$ cat src/rtl/mem_access_unit.sv
// rtl/mem_access_unit.sv - MEM-stage load/store sequencer feeding the load shifter
// Forms word-aligned requests and store lanes, waits on mem_ready, and hands the raw read word downstream.
module mem_access_unit #(
  parameter int ADDR_W = 32
) (
  input  logic              clk,
  input  logic              rst,
  input  logic              req_valid,
  input  logic              req_we,
  input  logic [ADDR_W-1:0] req_addr,
  input  logic [2:0]        req_load_sel,
  input  logic [2:0]        req_store_sel,
  input  logic [31:0]       req_wdata,
  output logic              stall,
  output logic              misalign,
  output logic              mem_req,
  output logic              mem_we,
  output logic [ADDR_W-1:0] mem_addr,
  output logic [3:0]        mem_be,
  output logic [31:0]       mem_wdata,
  input  logic              mem_ready,
  input  logic [31:0]       mem_rdata,
  output logic              ld_valid,
  output logic [31:0]       ld_data,
  output logic [1:0]        ld_addr,
  output logic [2:0]        ld_sel
);

  typedef enum logic [1:0] {
    S_IDLE = 2'd0,
    S_BUSY = 2'd1,
    S_DONE = 2'd2
  } state_e;

  localparam logic [2:0] LD_LH  = 3'd2;
  localparam logic [2:0] LD_LHU = 3'd3;
  localparam logic [2:0] LD_LW  = 3'd4;
  localparam logic [2:0] ST_SB  = 3'd0;
  localparam logic [2:0] ST_SH  = 3'd1;
  localparam logic [2:0] ST_SW  = 3'd2;
  localparam logic [2:0] ST_SWL = 3'd3;
  localparam logic [2:0] ST_SWR = 3'd4;

  state_e state_q, state_d;

  logic              we_q;
  logic [ADDR_W-1:0] addr_q;
  logic [2:0]        sel_q;
  logic [3:0]        be_q;
  logic [31:0]       wdata_q;
  logic [31:0]       ld_data_q;
  logic [1:0]        ld_addr_q;
  logic [2:0]        ld_sel_q;

  logic [1:0]  byte_off;
  logic [1:0]  byte_off_inv;
  logic        addr_bad;
  logic [3:0]  st_be;
  logic [31:0] st_wdata;
  logic        accept;
  logic        capture;

  assign byte_off     = req_addr[1:0];
  assign byte_off_inv = 2'd3 - byte_off;

  always_comb begin : misalign_check
    addr_bad = 1'b0;
    if (req_we) begin
      case (req_store_sel)
        ST_SH:   addr_bad = byte_off[0];
        ST_SW:   addr_bad = |byte_off;
        default: addr_bad = 1'b0;
      endcase
    end else begin
      case (req_load_sel)
        LD_LH, LD_LHU: addr_bad = byte_off[0];
        LD_LW:         addr_bad = |byte_off;
        default:       addr_bad = 1'b0;
      endcase
    end
  end

  // Big-endian lanes: be[3] is byte offset 0 (bits 31:24).
  always_comb begin : store_format
    st_be    = 4'b1111;
    st_wdata = req_wdata;
    case (req_store_sel)
      ST_SB: begin
        st_be    = 4'b1000 >> byte_off;
        st_wdata = {4{req_wdata[7:0]}};
      end
      ST_SH: begin
        st_be    = byte_off[1] ? 4'b0011 : 4'b1100;
        st_wdata = {2{req_wdata[15:0]}};
      end
      ST_SWL: begin
        st_be    = 4'b1111 >> byte_off;
        st_wdata = req_wdata >> {byte_off, 3'b000};
      end
      ST_SWR: begin
        st_be    = 4'b1111 << byte_off_inv;
        st_wdata = req_wdata << {byte_off_inv, 3'b000};
      end
      default: begin
        st_be    = 4'b1111;
        st_wdata = req_wdata;
      end
    endcase
  end

  assign accept  = (state_q == S_IDLE) && req_valid && !addr_bad;
  assign capture = (state_q == S_BUSY) && mem_ready;

  always_ff @(posedge clk) begin : state_reg
    if (rst) begin
      state_q <= S_IDLE;
    end else begin
      state_q <= state_d;
    end
  end

  always_comb begin : next_state
    state_d = state_q;
    case (state_q)
      S_IDLE:  state_d = accept ? S_BUSY : S_IDLE;
      S_BUSY:  state_d = mem_ready ? S_DONE : S_BUSY;
      S_DONE:  state_d = S_IDLE;
      default: state_d = S_IDLE;
    endcase
  end

  always_comb begin : fsm_outputs
    mem_req  = (state_q == S_BUSY);
    mem_we   = (state_q == S_BUSY) && we_q;
    ld_valid = (state_q == S_DONE) && !we_q;
    misalign = (state_q == S_IDLE) && req_valid && addr_bad;
    stall    = req_valid && !misalign && (state_q != S_DONE);
  end

  // Request fields are frozen at accept so the memory sees them stable across wait states.
  always_ff @(posedge clk) begin : txn_regs
    if (rst) begin
      we_q    <= 1'b0;
      addr_q  <= '0;
      sel_q   <= 3'd0;
      be_q    <= 4'b0000;
      wdata_q <= 32'h0;
    end else if (accept) begin
      we_q    <= req_we;
      addr_q  <= req_addr;
      sel_q   <= req_we ? req_store_sel : req_load_sel;
      be_q    <= req_we ? st_be : 4'b1111;
      wdata_q <= req_we ? st_wdata : 32'h0;
    end
  end

  always_ff @(posedge clk) begin : load_capture
    if (rst) begin
      ld_data_q <= 32'h0;
      ld_addr_q <= 2'd0;
      ld_sel_q  <= LD_LW;
    end else if (capture && !we_q) begin
      ld_data_q <= mem_rdata;
      ld_addr_q <= addr_q[1:0];
      ld_sel_q  <= sel_q;
    end
  end

  assign mem_addr  = {addr_q[ADDR_W-1:2], 2'b00};
  assign mem_be    = be_q;
  assign mem_wdata = wdata_q;
  assign ld_data   = ld_data_q;
  assign ld_addr   = ld_addr_q;
  assign ld_sel    = ld_sel_q;

endmodule

$ cat config.mk
export PLATFORM = sky130hd
export DESIGN_NAME = mem_access_unit
export DESIGN_NICKNAME = d
export VERILOG_FILES = /design/src/rtl/mem_access_unit.sv
export SDC_FILE = /design/constraint.sdc
export NUM_CORES = 1
export LEC_CHECK = 0
export ABC_AREA = 1
export BUFFER_PORTS_ARGS = -buffer_cell sky130_fd_sc_hd__buf_2
export CAP_MARGIN = 10
export CORE_UTILIZATION = 54
export CTS_CLUSTER_SIZE = 25
export DETAILED_ROUTE_END_ITERATION = 10
export GPL_TIMING_DRIVEN = 0
export PLACE_DENSITY = 0.83
export SYNTH_ARGS = -nofsm -noshare
export SYNTH_HDL_FRONTEND = slang
export SYNTH_SLANG_ARGS = --single-unit
export TNS_END_PERCENT = 50
$ cat constraint.sdc
create_clock -name clk -period 3.26 [get_ports clk]
set_clock_uncertainty 0.05 [all_clocks]
set_input_delay 0.489 -clock clk [delete_from_list [all_inputs] [get_ports clk]]
set_output_delay 0.489 -clock clk [all_outputs]
set_load 0.01 [all_outputs]
After elaboration in Yosys (flattened, before gate mapping)
Cells that the tools add are included.

word-level totals
  flip-flop bits (word level) = 111
  output and inout bits = 110

operators by class
  add/sub/neg operators = 1
  eq/ne operators = 10
  shift operators = 5
  mux-type cells = 12
  reduce and logical (&&, ||, !) cells = 16

operators by type and width
  operator                                                               count
  32-bit one-hot mux with 4 select lines                                 1
  32-bit two-way mux                                                     1
  32-bit by 5-bit << shifter with 32-bit output                          1
  32-bit by 5-bit right shift with 32-bit output                         1
  4-bit one-hot mux with 4 select lines                                  1
  3-bit by 2-bit equality test with 1-bit output, second input constant  4
  1-bit logical AND                                                      9
  4-bit two-way mux                                                      2
  4-bit by 2-bit right shift with 4-bit output, first input constant     2
  3-bit equality test, second input constant                             2
  1-bit one-hot mux with 2 select lines                                  2
  2-bit one-hot mux with 2 select lines                                  1
  2-bit OR reduction                                                     2
  4-bit by 2-bit << shifter with 4-bit output, first input constant      1
  3-bit by 1-bit equality test with 1-bit output, second input constant  1
  1-bit logical NOT                                                      3
  3-bit logical NOT                                                      1
  3-bit two-way mux                                                      1
  2-bit by 1-bit equality test with 1-bit output, second input constant  1
  2-bit equality test, second input constant                             1
  2-bit logical NOT                                                      1
  1-bit two-way mux                                                      2
  2-bit two-way mux                                                      1
  2-bit != test, second input constant                                   1
  2-bit subtractor, first input constant                                 1

Logic depth before layout (Yosys ltp)
Gate-level depths: netlist of run 1.

  depth in word-level cells = 8
  gate-level depth with buffers = 12
  gate-level depth less buffers = 10

Worst setup path after synthesis of run 1
OpenSTA, ideal clock, no wires.

  path type = input-to-output
  start point = in req_store_sel[1]
  end point = out stall
  arrival = 1.481 ns
  required time = 2.721 ns
  path slack = 1.240 ns
  stages on the path = 8
  buffers on the path = 1
  cell sequence = buf_4 inv_2 nor2_1 nand3_1 nand2_1 nand2_2 a21boi_0 a211oi_1

between the ends
  word-level cells in the longest chain between the ends = 7

ends and longest elaborated chain
  element                                                                                                           RTL line  RTL
  start, declared                                                                                                   12        input logic [2:0] req_store_sel,
  3-bit by 2-bit equality test with 1-bit output or 3-bit by 1-bit equality test with 1-bit output (tied branches)  69        case (req_store_sel)
  1-bit one-hot mux with 2 select lines *                                                                           69
  1-bit two-way mux *                                                                                               68        if (req_we) begin
  1-bit logical AND *                                                                                               136       misalign = (state_q == S_IDLE) && req_valid && addr_bad;
  named net misalign                                                                                                15        output logic misalign,
  1-bit logical NOT *                                                                                               137       stall = req_valid && !misalign && (state_q != S_DONE);
  1-bit logical AND * (2 in a row)                                                                                  137
  end, declared                                                                                                     14        output logic stall,

Mark *: on every way through the listed nets, which the timed path passes. The rest lies on a longest branch.

Worst setup path in the final report of run 1
  start point = reg state_q[1]
  end point = out stall

between the ends
  word-level cells in the longest chain between the ends = 6

ends and longest elaborated chain
  element                         RTL line  RTL
  start, declared                 44        state_e state_q, state_d;
  start signal, assigned          118       state_q <= state_d;
  2-bit logical NOT               136
  1-bit logical AND (2 in a row)  136
  1-bit logical NOT               137
  1-bit logical AND               137
  1-bit logical AND *             137

Mark *: on every way between the ends. The rest lies on a longest branch, timed or not.

==> results of run 1 <==
==> per-layer routing <==
layer / GRT usage [%] / routed length (um)
met5: 0 / 0
met4: 19.3 / 923
met3: 6.60 / 1870
met2: 60.0 / 9530
met1: 41.7 / 8130
==> tightest hold or removal path: stages <==
cell	delay [ns]
buf_2	0.08
nor2_1	0.03
nor2_1	0.08
==> cells in the final DEF, fill, tap and decap left out, types with 10 or more instances in the layout <==
master    instances
inv_1            61
clkbuf_8         10
clkbuf_1         20
buf_2           230
a21oi_1          82
nand2_1         240
buf_4            42
o21ai_0          77
nor2_1          124
nand3_1          96
nor3_1           11
dfxtp_1         111
nand4_1          14
==> cell type report <==
| type | instances | area, um2 | share of cell area (%) |
|---|---|---|---|
| clock buffers | 11 | 141 | 1.90 |
| repair buffers | 210 | 1050 | 14.1 |
| multi-input cells | 669 | 2970 | 39.9 |
| clock inverters | 5 | 50.0 | 0.672 |
| well taps | 140 | 175 | 2.35 |
| inverters | 71 | 267 | 3.58 |
| diodes | 1 | 2.50 | 0.0336 |
| plain buffers | 92 | 567 | 7.61 |
| flip-flops and latches | 111 | 2220 | 29.8 |
==> through the flow <==
stage	util [%]	hold WS [ns]
2_1_floorplan	-	0.374
3_3_place_gp	66.9	0.382
3_5_place_dp	66.9	0.386
4_1_cts	68.7	0.255
5_1_grt	68.7	0.253
6_report	68.7	0.257
==> sequential cells by signal (all words and copies together), names as in the netlist <==
register and cells:
ld_sel 3, addr_q 32, mem_wdata 32, ld_addr 2, mem_be 4, we_q 1, ld_data 32, sel_q 3
state_q 2
==> cell usage after synthesis <==
library cell	number	area share, %
conb_1	1	0.062
buf_4	42	5.2
inv_2	8	0.50
nand3_1	96	8.0
nor2_4	2	0.37
o21bai_1	1	0.12
clkbuf_1	19	1.2
a21boi_0	1	0.12
o211ai_1	2	0.25
nor2_1	124	7.7
nand2_1	240	15
o21a_1	3	0.37
nor3_1	11	0.91
nand2_2	2	0.21
inv_1	61	3.8
o21ai_1	2	0.17
a21oi_1	82	6.8
nor3_2	1	0.17
nand3_4	1	0.29
buf_1	5	0.31
o21ai_0	77	6.4
nand4_1	14	1.5
clkinv_1	2	0.12
nor2_2	4	0.42
buf_6	5	0.93
clkbuf_2	1	0.083
a211oi_1	1	0.12
dfxtp_1	111	37
nor3b_1	1	0.12
or2_2	1	0.10
buf_2	20	1.7
nand3_2	1	0.17
==> worst paths after layout <==
path,start,endpoint,slack [ns],depth (start not counted)
worst max register to register,state_q[0],ld_sel[1],1.59,7
worst max-delay path,state_q[1],stall,0.92,4
worst min register to register,addr_q[13],addr_q[13],0.40,2
worst min-delay path,mem_rdata[12],ld_data[12],0.26,3
==> power by group through the flow <==
| stage | Sequential (mW) | Combinational, mW | Clock [mW] |
|---|---|---|---|
| 2_1_floorplan | 1.55 | 0.456 | 0 |
| 3_3_place_gp | 1.53 | 0.774 | 0 |
| 3_5_place_dp | 1.53 | 0.782 | 0 |
| 4_1_cts | 1.50 | 0.787 | 0.820 |
| 5_1_grt | 1.51 | 0.877 | 0.872 |
| 6_report | 1.50 | 0.794 | 0.815 |
==> cells by family (layout without fill, tap and decap cells) <==
| kind of cell | after synthesis | in the layout |
|---|---|---|
| other | 1 | 3 |
| AO/OA/AOI/OAI | 169 | 169 |
| AND/OR/NAND/NOR | 498 | 498 |
| flip-flops | 111 | 111 |
| buffers and inverters | 163 | 389 |
==> impl_metrics.tcl, run 1 <==
set metrics [dict create \
    status "finished clean" \
    grt_pass1_wl_um 31000 \
    setup-tns-final_ns 0 \
    cts-resized-gates 0 \
    synth_seq_area_share_pct 36.9 \
    clock_sinks 111 \
    cp_cell_sequence "nor3_2 -> a21boi_0 -> a211oi_1 -> buf_2" \
    nFillCells 1019 \
    hpwl_um 15300 \
    dpl_cell_area_mm2 0.00726 \
    ir_drop_mv 0.343 \
    syn_area_mm2 0.00603 \
    overflow 0 \
    cts-root-buf "clkbuf_8" \
    drt-total-wl_um 20400 \
    start_kind "flop" \
    finalSetupViolCount 0 \
    drtPass1Iterations 6 \
    synthXorXnorAreaFrac_pct 0 \
    post-route-period-util_pct 71.8 \
    dieWidth_um 108 \
    dp.cells 1293 \
    ys.warnings.count 0 \
    p_sw_mw 1.03 \
    max_stage_delay_ns 0.46 \
    synth_top_family_by_area "simple AND/OR/NAND/NOR gates" \
    power_frac_seq_pct 48.2 \
    coreArea_mm2 0.0108 \
    path_max_fanout 4 \
    holdBufCountCts 0 \
    cp_num_buf_inv 1 \
    area_delta_synth_final_pct 23.6 \
    criticalPathCategory "flop to output port" \
    die-area_mm2 0.0116 \
    final_layout_size_suffix_gt1_share_pct 26.8 \
    die_height_um 108 \
    antenna_found_initial 1 \
    slew_violations 0 \
    num_vias 6923 \
    slowest_stage "a21boi_0" \
    grt_pass1_vias 6248 \
    post-place-ws_ns 0.936 \
    tightestPinTransition_ns 0.675 \
    synth.distinct_cells 32 \
    pwr-share-clk_pct 26.2 \
    io_buffers 210 \
    finalHoldViolCount 0 \
    post_cts_buffers 0 \
    num_rows 38 \
    synthAdderAreaFrac_pct 0 \
    drv_cap 0 \
    clk_pin_slew_ns 0.11 \
    tritoncts.num_buffers 9 \
    crit_family "compound AO/OA/AOI/OAI gates" \
    fmax_ghz 0.427 \
    drc 0 \
    end_kind "output port" \
    power_mw 3.11 \
    comb_power_share_pct 25.5 \
    synth_mux_area_share_pct 0 \
    synthCells 942 \
    internal-power_mw 2.08 \
    viasPerCell 5.28 \
    gp_congestion 0.995 \
    clk_latency_ns 0.39 \
    fin_nets 1271 \
    ant_nets 0 \
    swShare_pct 33.1 \
    ctsLongestPathBuffers 2 \
    first_iter_violations 671 \
    min_path_type "input pin to flop" \
    arrival_ns 1.80 \
    p_leak_nw 3.86 \
    cts_tree "yes" \
    wire_per_inst_um 15.6 \
    fin_crit_ns 2.34 \
    ioPinCount 217 \
    initial_core_util_pct 55.6 \
    synth-compound-area-share_pct 14.4 \
    rsz0062_at_grt "no" \
    setup_ws_ns 0.919 \
    stdcell_count 1310 \
    grt_max_degree 20 \
    power_density_mw_per_mm2 417 \
    synth-simple-area-share_pct 34.9 \
    postLayoutCellArea_mm2 0.00745 \
    grt_usage_pct 35.3 \
    slew_headroom_pct 55.0 \
    synth-seq-cells 111 \
    required_ns 2.72 \
    htree_levels 3 \
    syn_avg_cell_area_um2 6.40 \
]
No activity file was read; power rests on OpenSTA's default activity.
==> inputs of run 2 (changes only) <==
Settings changed: ABC_AREA 1 to 0, CORE_UTILIZATION 54 to 51, PLACE_DENSITY 0.83 to 0.78.
Clock period 3.26 ns to 2.3 ns, I/O delays scaled along.
==> impl_metrics.tcl, run 2 <==
set metrics [dict create \
    synth.largest_area_cell "dfxtp_1" \
    dp.cells 1090 \
    stdcell_count 1105 \
    met1_usage_pct 39.3 \
    clock_sinks 111 \
    tightestPinTransition_ns 0.742 \
    path_max_fanout 10 \
    finalSetupViolCount 0 \
    cts-root-buf "clkbuf_16" \
    wire_per_inst_um 17.9 \
    fin_crit_ns 2.16 \
    holdBufCountCts 0 \
    first_iter_violations 742 \
    hpwl_um 14300 \
    dieWidth_um 113 \
    arrival_ns 1.77 \
    finalHoldViolCount 0 \
    criticalPathCategory "input pin to output port" \
    r2r-end "mem_wdata[20]" \
    viasPerCell 5.98 \
    power_density_mw_per_mm2 608 \
    antenna_found_initial 0 \
    drt-total-wl_um 19800 \
    r2r_cells 5 \
    fmax_ghz 0.462 \
    power_mw 4.73 \
    grt_busiest_layer "met2" \
    ioPinCount 217 \
    ys.flop_type "dfxtp_1" \
    grt_pass1_wl_um 30700 \
    clk_latency_ns 0.36 \
    status "finished clean" \
    overflow 0 \
    setup-tns-final_ns 0 \
    required_ns 1.90 \
    grt_pass1_vias 5946 \
    grt_max_degree 22 \
    ys_async_sr_fraction_pct 0 \
    num_rows 40 \
    io_buffers 209 \
    fin_nets 1060 \
    nFillCells 1068 \
    drtPass1Iterations 6 \
    start_kind "input pin" \
    post-route-period-util_pct 94.1 \
    holdWs_ns 0.158 \
    final_common_cell "buf_2" \
    layout_common_cells "buf_2 (232), dfxtp_1 (111), nand2_1 (92)" \
    gr-usage-met2_pct 50.5 \
    r2r_setup_slack_ns 0.15 \
    netlist.area_leader.share_pct 35.6 \
    cts_tree "yes" \
    p_leak_nw 3.36 \
    grt_usage_pct 30.6 \
    endpoint "stall" \
    synth_commonest_cells "dfxtp_1 (111), nand2_1 (93), a21oi_1 (72), clkbuf_1 (45), buf_4 (36)" \
    use_met3_pct 5.67 \
    syn_avg_cell_area_um2 8.51 \
    area_delta_synth_final_pct 24.7 \
    end_kind "output port" \
    slew_headroom_pct 50.5 \
    clk_pin_slew_ns 0.08 \
    synthTopCellsByArea "dfxtp_1 (36%), a21oi_1 (5.8%), nand2_1 (5.6%)" \
    die_height_um 113 \
    rr_startpoint "state_q[1]" \
    ctsLongestPathBuffers 2 \
    num_vias 6606 \
    synth.most_common_cell "dfxtp_1" \
    final_layout_size_suffix_gt1_share_pct 35.6 \
    drc 0 \
    die-area_mm2 0.0127 \
    ant_nets 0 \
    synth.distinct_cells 49 \
    min_path_type "input pin to flop" \
    tritoncts.num_buffers 9 \
    synth_seq_area_share_pct 35.6 \
    htree_levels 3 \
    drv_cap 0 \
    slew_violations 0 \
    initial_core_util_pct 52.1 \
    synth-seq-cells 111 \
    ir_drop_mv 0.360 \
    ys.warnings.count 0 \
    synth_edf_count 0 \
    antenna_cells 0 \
    synthCells 733 \
    syn_area_mm2 0.00624 \
    startpoint "req_store_sel[1]" \
    coreArea_mm2 0.0120 \
    gp_congestion 0.967 \
]
==> run 2: cell count changes after synthesis, moves of 20 or more <==
| cell | delta |
|---|---|
| nand2_1 | -147 |
| mux2_2 | +26 |
| clkbuf_1 | +26 |
| o31ai_1 | +33 |
| a22oi_1 | +20 |
| inv_1 | -55 |
| nand3_1 | -93 |
| nor2_1 | -114 |
| o21ai_0 | -54 |
| nor2b_1 | +24 |
==> run 2: repair_timing <==
| item | CTS | global route |
|---|---|---|
| buffers inserted | 0 | 0 |
| setup endpoints to repair | 0 | 24 |
| gates resized for setup | 0 | 3 |
==> run 2: layout make-up <==
class | count | area (um2) | share of cell area [%]
Buffer | 107 | 573 | 7.37
Sequential cell | 111 | 2220 | 28.6
Timing Repair Buffer | 209 | 1050 | 13.4
Tap cell | 147 | 184 | 2.36
Clock buffer | 9 | 225 | 2.90
Multi-Input combinational cell | 508 | 3430 | 44.1
Clock inverter | 7 | 72.6 | 0.933
Inverter | 7 | 26.3 | 0.338
==> run 2: cell families after synthesis <==
kind of cell	after synthesis	synth area share, %
XOR/XNOR	1	0.140
AO/OA/AOI/OAI	246	27.6
buffers and inverters	115	9.67
flip-flops	111	35.6
other	1	0.0601
multiplexers	46	9.11
AND/OR/NAND/NOR	213	17.8
==> run 2: where the power goes <==
part           switching, mW  internal (mW)  total, mW
clock                  0.804          0.771       1.57
combinational          0.612          0.458       1.07
sequential            0.0574           2.03       2.09
==> run 2: worst max-delay path, cell delays in order <==
cell	delay, ns
buf_2	0.10
buf_2	0.17
xor2_1	0.17
a32oi_1	0.32
buf_2	0.28
a21oi_1	0.14
nor2_1	0.12
buf_2	0.13
==> run 2: worst min path at each step <==
stage                        startpoint           to  slack (ns)  cells past startpoint
after floorplan                sel_q[0]    ld_sel[0]        0.38                      2
after global placement        mem_be[3]    mem_be[3]        0.38                      2
after detailed placement      mem_be[3]    mem_be[3]        0.38                      2
after CTS                  mem_rdata[3]   ld_data[3]        0.15                      3
after global routing      mem_rdata[24]  ld_data[24]        0.15                      3
final                      mem_rdata[3]   ld_data[3]        0.16                      3
==> run 2: metrics by stage <==
stage	worst slack [ns]	instance area (um2)	utilization (%)
final	0.136	7780	65.0
after global routing	-0.0104	7780	65.0
after CTS	0.0374	7770	64.9
after detailed placement	-0.250	7470	62.5
after global placement	-0.193	7470	62.5
after floorplan	0.378	6240	-
==> run 2: metal layers <==
| metal | part of all wire (%) | routed length, um |
|---|---|---|
| met5 | 0 | 0 |
| met4 | 2.7 | 534 |
| met3 | 8.5 | 1680 |
| met2 | 47 | 9360 |
| met1 | 42 | 8240 |
